--- config.mk ---
export PLATFORM = sky130hd
export DESIGN_NAME = mem_stage
export DESIGN_NICKNAME = d
export VERILOG_FILES = /design/src/rtl/mem_stage.sv
export SDC_FILE = /design/constraint.sdc
export NUM_CORES = 1
export LEC_CHECK = 0
export ABC_AREA = 0
export CAP_MARGIN = 10
export CORE_AREA = 3 3 159 161
export DETAILED_ROUTE_END_ITERATION = 7
export DIE_AREA = 0 0 162 164
export GPL_TIMING_DRIVEN = 1
export SLEW_MARGIN = 20
export SYNTH_ARGS = -nofsm -noshare
export SYNTH_HDL_FRONTEND = slang
export SYNTH_SLANG_ARGS = --single-unit
--- constraint.sdc ---
create_clock -name clk -period 2.72 [get_ports clk]
set_input_delay 0.272 -clock clk [delete_from_list [all_inputs] [get_ports clk]]
set_output_delay 0.272 -clock clk [all_outputs]
set_load 0.01 [all_outputs]
--- src/rtl/mem_stage.sv ---
// RV32I memory-access stage: byte-serial loads/stores on an 8-bit bus, load extension, registered write-back.
// Optional define MISALIGN_TRAP_EN: misaligned halfword/word accesses pulse misalign instead of using the bus.
module mem_stage #(
    parameter int ADDR_W = 32,
    parameter int REG_AW = 5
) (
    input  logic              clk,
    input  logic              rst,
    input  logic              ex_valid,
    input  logic              ex_is_load,
    input  logic              ex_is_store,
    input  logic [2:0]        ex_funct3,
    input  logic [ADDR_W-1:0] ex_addr,
    input  logic [31:0]       ex_sdata,
    input  logic              ex_wd,
    input  logic [REG_AW-1:0] ex_wreg,
    input  logic [31:0]       ex_wdata,
    output logic              stall_req,
    output logic              mem_req,
    output logic              mem_we,
    output logic [ADDR_W-1:0] mem_addr,
    output logic [7:0]        mem_wdata,
    input  logic [7:0]        mem_rdata,
    input  logic              mem_ready,
    output logic              wb_we,
    output logic [REG_AW-1:0] wb_waddr,
    output logic [31:0]       wb_wdata,
    output logic              misalign
);

    typedef enum logic {
        S_IDLE,
        S_BUSY
    } state_t;

    state_t              r_state;
    state_t              w_state_nxt;

    logic [1:0]          r_idx;
    logic                r_is_store;
    logic [2:0]          r_funct3;
    logic [ADDR_W-1:0]   r_addr;
    logic [31:0]         r_sdata;
    logic                r_wd;
    logic [REG_AW-1:0]   r_wreg;
    logic [31:0]         r_ldata;

    logic                r_wb_we;
    logic [REG_AW-1:0]   r_wb_waddr;
    logic [31:0]         r_wb_wdata;

    logic                w_is_mem;
    logic                w_misaligned;
    logic                w_accept;
    logic [1:0]          w_last_idx;
    logic                w_last;
    logic                w_done;
    logic                w_sext;
    logic [31:0]         w_ldata_merged;
    logic [31:0]         w_load_ext;

    assign w_is_mem = ex_is_load | ex_is_store;

`ifdef MISALIGN_TRAP_EN
    assign w_misaligned = ((ex_funct3[1:0] == 2'b01) & ex_addr[0])
                        | (ex_funct3[1] & (ex_addr[1:0] != 2'b00));
`else
    assign w_misaligned = 1'b0;
`endif

    assign w_accept = (r_state == S_IDLE) & ex_valid & w_is_mem & ~w_misaligned;

    // funct3[1:0]: 00 byte, 01 halfword, 1x word
    always_comb begin
        case (r_funct3[1:0])
            2'b00:   w_last_idx = 2'd0;
            2'b01:   w_last_idx = 2'd1;
            default: w_last_idx = 2'd3;
        endcase
    end

    assign w_last = (r_idx == w_last_idx);
    assign w_done = (r_state == S_BUSY) & mem_ready & w_last;

    always_ff @(posedge clk) begin
        if (rst) begin
            r_state <= S_IDLE;
        end else begin
            r_state <= w_state_nxt;
        end
    end

    // NOTE: every output of this block gets a default first, so no path can infer a latch.
    always_comb begin
        w_state_nxt = r_state;
        stall_req   = 1'b0;
        mem_req     = 1'b0;
        mem_we      = 1'b0;
        mem_addr    = '0;
        mem_wdata   = '0;
        case (r_state)
            S_IDLE: begin
                stall_req = w_accept;
                if (w_accept) begin
                    w_state_nxt = S_BUSY;
                end
            end
            S_BUSY: begin
                mem_req   = 1'b1;
                mem_we    = r_is_store;
                mem_addr  = r_addr + {{(ADDR_W-2){1'b0}}, r_idx};
                mem_wdata = r_sdata[8*r_idx +: 8];
                stall_req = ~w_done;
                if (w_done) begin
                    w_state_nxt = S_IDLE;
                end
            end
            default: w_state_nxt = S_IDLE;
        endcase
    end

    // Little-endian: the byte arriving now lands in lane idx.
    always_comb begin
        w_ldata_merged = r_ldata;
        w_ldata_merged[8*r_idx +: 8] = mem_rdata;
    end

    assign w_sext = ~r_funct3[2];

    always_comb begin
        case (r_funct3[1:0])
            2'b00:   w_load_ext = {{24{w_sext & w_ldata_merged[7]}}, w_ldata_merged[7:0]};
            2'b01:   w_load_ext = {{16{w_sext & w_ldata_merged[15]}}, w_ldata_merged[15:0]};
            default: w_load_ext = w_ldata_merged;
        endcase
    end

    // NOTE: sequential state uses non-blocking assignments only, so every register sees pre-edge values.
    always_ff @(posedge clk) begin
        if (rst) begin
            r_idx      <= '0;
            r_is_store <= 1'b0;
            r_funct3   <= '0;
            r_addr     <= '0;
            r_sdata    <= '0;
            r_wd       <= 1'b0;
            r_wreg     <= '0;
            r_ldata    <= '0;
            r_wb_we    <= 1'b0;
            r_wb_waddr <= '0;
            r_wb_wdata <= '0;
        end else begin
            r_wb_we <= 1'b0;
            case (r_state)
                S_IDLE: begin
                    if (w_accept) begin
                        r_idx      <= '0;
                        r_is_store <= ex_is_store;
                        r_funct3   <= ex_funct3;
                        r_addr     <= ex_addr;
                        r_sdata    <= ex_sdata;
                        r_wd       <= ex_wd;
                        r_wreg     <= ex_wreg;
                        r_ldata    <= '0;
                    end else if (ex_valid & ~w_is_mem) begin
                        r_wb_we    <= ex_wd;
                        r_wb_waddr <= ex_wreg;
                        r_wb_wdata <= ex_wdata;
                    end
                end
                S_BUSY: begin
                    if (mem_ready) begin
                        r_ldata <= w_ldata_merged;
                        if (w_last) begin
                            r_idx      <= '0;
                            r_wb_we    <= ~r_is_store & r_wd;
                            r_wb_waddr <= r_wreg;
                            r_wb_wdata <= w_load_ext;
                        end else begin
                            r_idx <= r_idx + 2'd1;
                        end
                    end
                end
                default: r_idx <= '0;
            endcase
        end
    end

    assign wb_we    = r_wb_we;
    assign wb_waddr = r_wb_waddr;
    assign wb_wdata = r_wb_wdata;

`ifdef MISALIGN_TRAP_EN
    logic r_misalign;

    always_ff @(posedge clk) begin
        if (rst) begin
            r_misalign <= 1'b0;
        end else begin
            r_misalign <= (r_state == S_IDLE) & ex_valid & w_is_mem & w_misaligned;
        end
    end

    assign misalign = r_misalign;
`else
    assign misalign = 1'b0;
`endif

endmodule

After elaboration in Yosys (flattened, before gate mapping)
Index checks and enable logic that the tools add are counted.

Output and inout bits: 82. Bits of input ports: 119. Register bits after elaboration: 147. Logic and storage cells: 76.

Shift-type cells: 3. Eq/ne operators: 7. $add $sub $neg: 3. Mux-type cells: 33. Bitwise gates (word level): 14. Reductions and logical operators: 4.

Operators with widths (number): $mux 32 (7); $pmux 32 s2 (3); $neg 5->34 (1); $shift 8x34->32 const A (1); $shiftx 8x34->32 (1); $add 32x2->32 (1); $bwmux 32 (1); $shiftx 32x6->8 (1); $mux 5 (4); $pmux 5 s2 (1); $and 1x1->1 (8); $mux 1 (8); $mux 8 (1); $pmux 2 s2 (2); $mux 2 (3); $ne 2x2->1 const B (3); $pmux 1 s2 (3); $not 1->1 (5); $ne 2x1->1 const B (2); $reduce_and 2->1 (2); $reduce_and 4->1 (1); $add 2x1->2 const B (1); $eq 2x1->1 const B (1); $eq 2x2->1 (1); other kinds (2) (2).

Longest topological paths before layout
Gate-level depths: netlist (run 1).

Depth in word-level cells: 8. Gate-level depth with buffers: 11. Gate-level depth less buffers: 7.

Worst setup path after synthesis (run 1)
Ideal clock, no wire load.

Path kind: register to register. Start point: register r_idx[0]. End point: register r_wb_wdata[21], in the netlist wb_wdata[21]. Required time: 2.624 ns. Setup time: 0.096 ns. Clock period less this slack: 2.809 ns. Path buffers: 3. Slack: -0.089 ns. Stages on the path, launching flop included: 11. Arrival: 2.713 ns. Cells stage by stage: dfxtp_1 buf_6 clkbuf_1 inv_1 ha_1 and3b_4 a311oi_2 o41ai_4 buf_6 a221oi_2 o41ai_2.

Cells in the longest elaborated chain, start to end: 8. Elaborated cells between the ends (all ways): 13. Classes of those cells: add/sub (1); eq/ne (2); shift (2); mux (5); bitwise (2); reduce/logical (1).

RTL lines: start: declaration (RTL line 39) `logic [1:0] r_idx;`; start signal: assignment (RTL line 180) `r_idx <= r_idx + 2'd1;`; $neg 5->34 (RTL line 125) `w_ldata_merged[8*r_idx +: 8] = mem_rdata;`; $shiftx 8x34->32 or $shift 8x34->32 (tied branches) (RTL line 125); $bwmux 32 (RTL line 125); $and 1x1->1, on equally long branches (RTL line 133, 132); $pmux 32 s2 (RTL line 131) `case (r_funct3[1:0])`; $mux 32 (RTL line 174) `if (w_last) begin`; $mux 32 (RTL line 172) `if (mem_ready) begin`; $pmux 32 s2 (RTL line 154) `case (r_state)`; end signal: assignment (RTL line 168) `r_wb_wdata <= ex_wdata;`; end signal: assignment (RTL line 178) `r_wb_wdata <= w_load_ext;`; end: declaration (RTL line 50) `logic [31:0] r_wb_wdata;`.

Parallel ways exist; a longest one is shown, timed or not. The select of a mux whose other input is x is not followed. A chain may end at the register's enable or synchronous reset.

Worst setup path in the final report (run 1)
Start point: register r_idx[1]. End point: output port mem_addr[31].

Cells in the longest elaborated chain, start to end: 2.

RTL lines: $add 32x2->32 (RTL line 111) `mem_addr = r_addr + {{(ADDR_W-2){1'b0}}, r_idx};`; $mux 32 (RTL line 101) `case (r_state)`; end: declaration (RTL line 21) `output logic [ADDR_W-1:0] mem_addr,`.

No other way between the ends.

==> flow_summary.json, run 1 <==
{
  "status": "finished, final reports clean",
  "synth_seq_cells": 147,
  "cts_tree": "built",
  "fin_nets": 1195,
  "nFillCells": 2505,
  "die_y_um": 164,
  "p_seq_frac": 0.425,
  "vias": 6931,
  "synth.most_common_cell": "nand2_1",
  "grt_start_max_net_pins": 85,
  "grtUsageTotal": 0.166,
  "max_stage_delay_ns": 0.34,
  "fin_tns_setup_ns": 0,
  "grt-ovfl-total": 0,
  "grt_antenna_before_repair": 2,
  "cts_made_buffers": 17,
  "synth_area_leaders": "dfxtp_1, nand2_1, a21oi_1, nor2_1, a22oi_1",
  "synth.top_cell.area_share": 0.411,
  "wire_per_inst_um": 16.0,
  "fp.dieW_um": 162,
  "worstPathRequired_ns": 2.45,
  "num_rows": 57,
  "drtIter0Drc": 333,
  "antenna_left": 0,
  "min_period_over_period": 0.965,
  "path_max_fanout": 4,
  "worstPathArrival_ns": 2.35,
  "p_per_area_nw_per_um2": 538,
  "cpLargestDelayFamily": "simple AND/OR/NAND/NOR gates",
  "gp_congestion": 0.825,
  "port_buffers": 199,
  "power_frac_comb": 0.162,
  "slew_headroom": 0.477,
  "cts_root_buf": "clkbuf_16",
  "switching_share": 0.285,
  "post_synth_inst_count": 873,
  "first_pass_iters": 4,
  "syn_area_sq_um": 7150,
  "cp-start-kind": "flop",
  "grt_pass1_wl_um": 35500,
  "initial_core_util": 0.297,
  "area_growth_pct": 43.4,
  "synth_top_area_cell": "dfxtp_1",
  "rsz0062_at_grt": "true",
  "core_area_sq_um": 24100,
  "drt-total-wl_um": 22500,
  "p_total_mw": 5.52,
  "clkTransAtPathRegs_ns": 0.07,
  "p_clk_frac": 0.413,
  "maxCapViolations": 0,
  "async_reset_ff_frac": 0,
  "syn_nets": 1000,
  "p_int_mw": 3.95,
  "cts_hold_buf": 0,
  "setup-violations-final": 0,
  "cts.sinks": 147,
  "hp-class": "primary input to flop",
  "slowest_stage": "dfxtp_2",
  "critPathKind": "flop to primary output",
  "timing_hold_violations_final": 0,
  "grt_pass1_vias": 6723,
  "yosysUniqueCellTypes": 57,
  "insertion_delay_ns": 0.42,
  "vias_per_cell": 4.93,
  "worst_pin_slew_ns": 0.785,
  "skew_ns": 0.00716,
  "min_period_ns": 2.63,
  "clock_path_buffers": 2,
  "pin_count": 201,
  "p_switching_mw": 1.57,
  "dp_hpwl_um": 16200,
  "cp_cell_sequence": "ha_1 -> a21o_1 -> and4_2 -> and2_1 -> nand3_1 -> mux2i_1 -> dlygate4sd2_1",
  "end_kind": "primary output",
  "synth-edff-count": 0,
  "htree_levels": 4,
  "avgSynthCellArea_sq_um": 8.19,
  "drv_slew": 0,
  "die-area_sq_um": 26600,
  "leakage_nw": 3.87,
  "ir_drop_v": 0.000352,
  "ys.warnings.count": 0,
  "drc": 0,
  "max_freq_mhz": 381,
  "synth_ff_type": "dfxtp_1",
  "seq_area_frac_synth": 0.411,
  "synth_commonest_cells": "nand2_1, dfxtp_1, nor2_1",
  "drive_gt1_frac": 0.129,
  "critPathBufInv": 1
}
## through the flow
stage	instance area, sq um	setup WS [ns]	std cells	utilization	hold slack (ns)
floorplan	7150	0.0857	873	-	0.408
global placement	9660	0.0998	1371	0.401	0.439
detailed placement	9660	0.0577	1371	0.401	0.445
CTS	10200	0.00623	1403	0.424	0.375
global route	10300	-0.0712	1406	0.425	0.393
finish	10300	0.0941	1406	0.425	0.391
## kinds of logic after synthesis
| group | after synthesis | synth area share |
|---|---|---|
| buffers and inverters | 77 | 0.0453 |
| xor gates and xnor gates | 26 | 0.0318 |
| adders and majority gates | 8 | 0.0150 |
| DFF | 147 | 0.411 |
| AOI/OAI and AO/OA | 214 | 0.216 |
| and+or+nand+nor | 384 | 0.242 |
| other | 1 | 0.000524 |
| muxes | 16 | 0.0374 |
## cell usage in the layout, fill, tap and decap left out, types with 6 or more instances in the layout
cell type | netlist | layout
dfxtp_1 | 147 | 140
dfxtp_2 | 0 | 7
xnor2_1 | 7 | 7
o41ai_2 | 9 | 9
and2_1 | 15 | 15
a31oi_1 | 11 | 11
inv_1 | 6 | 6
a21oi_1 | 97 | 97
clkbuf_16 | 0 | 17
a2bb2oi_1 | 7 | 7
nand3b_1 | 15 | 15
inv_6 | 0 | 6
nor2_1 | 105 | 103
dlygate4sd2_1 | 0 | 13
mux2i_1 | 8 | 8
nor2b_1 | 12 | 11
buf_4 | 1 | 42
xor2_1 | 19 | 19
nand2_1 | 182 | 181
a221oi_1 | 13 | 13
a211oi_1 | 13 | 13
mux4_2 | 6 | 6
o41ai_1 | 6 | 6
o211ai_1 | 8 | 8
a22oi_1 | 26 | 26
clkbuf_2 | 1 | 6
ha_1 | 7 | 6
nand3_1 | 10 | 10
a221oi_2 | 9 | 9
clkdlybuf4s50_1 | 0 | 171
nand4_1 | 17 | 17
and3_1 | 6 | 6
## tightest hold or removal path: stages
cell,delay [ns]
clkdlybuf4s50_1,0.40
nand2_1,0.06
a21oi_1,0.05
## final timing paths
path                                   from           end  slack (ns)  depth (start not counted)
worst max register to register     r_idx[0]  wb_wdata[20]        0.11                          9
worst min register to register   r_sdata[4]    r_sdata[4]        0.45                          2
worst max-delay path               r_idx[1]  mem_addr[31]        0.09                          7
worst min-delay path            ex_addr[30]    r_addr[30]        0.39                          3
## layer usage
layer / global-route usage / share of wire / up-vias
met5: 0 / 0.00058 / -
met3: 0.0373 / 0.050 / 13
met2: 0.287 / 0.50 / 154
met1: 0.211 / 0.44 / 3291
met4: 0.0419 / 0.010 / 2
li1: - / - / 3471
## power by group through the flow
stage	sequential, mW	combinational [mW]	clock, mW
detailed placement	2.39	0.909	0
floorplan	2.39	0.436	0
global placement	2.39	0.905	0
global route	2.36	0.986	2.44
finish	2.34	0.897	2.28
CTS	2.34	0.907	2.36
## sequential cells by signal, summed over array words and instances (netlist names)
signal	flops
wb_wdata	32
r_addr	32
r_sdata	32
r_is_store	1
wb_waddr	5
r_wreg	5
wb_we	1
r_idx	2
r_ldata	32
r_wd	1
r_funct3	3
r_state	1
## area by class of cell
type | count | area, sq um | share of cell area
tap | 324 | 405 | 0.0395
clock inverter | 14 | 135 | 0.0132
inverter | 7 | 26.3 | 0.00256
multi-input combinational | 649 | 3960 | 0.386
timing repair buffer | 246 | 2340 | 0.228
sequential | 147 | 2950 | 0.288
antenna | 1 | 2.50 | 0.000244
clock buffer | 18 | 439 | 0.0428
## repair_timing
| action | 4_1_cts | 5_1_grt |
|---|---|---|
| pin swaps | 4 | 13 |
| gates cloned | 0 | 0 |
| resized for setup | 48 | 28 |
| buffers inserted | 1 | 3 |
| endpoints found under the setup margin | 27 | 30 |
Note: power is estimated with default switching activity, not from simulation.
==> run 2: changes to the inputs <==
--- a/config.mk
+++ b/config.mk
@@ -6,6 +6,7 @@
 export NUM_CORES = 1
 export LEC_CHECK = 0
 export ABC_AREA = 0
+export ABC_CLOCK_PERIOD_IN_PS = 2720
 export CAP_MARGIN = 10
 export CORE_AREA = 3 3 159 161
 export DETAILED_ROUTE_END_ITERATION = 7
==> results of run 2 <==
Final layout, timing and power as in run 1 (identical DEF).
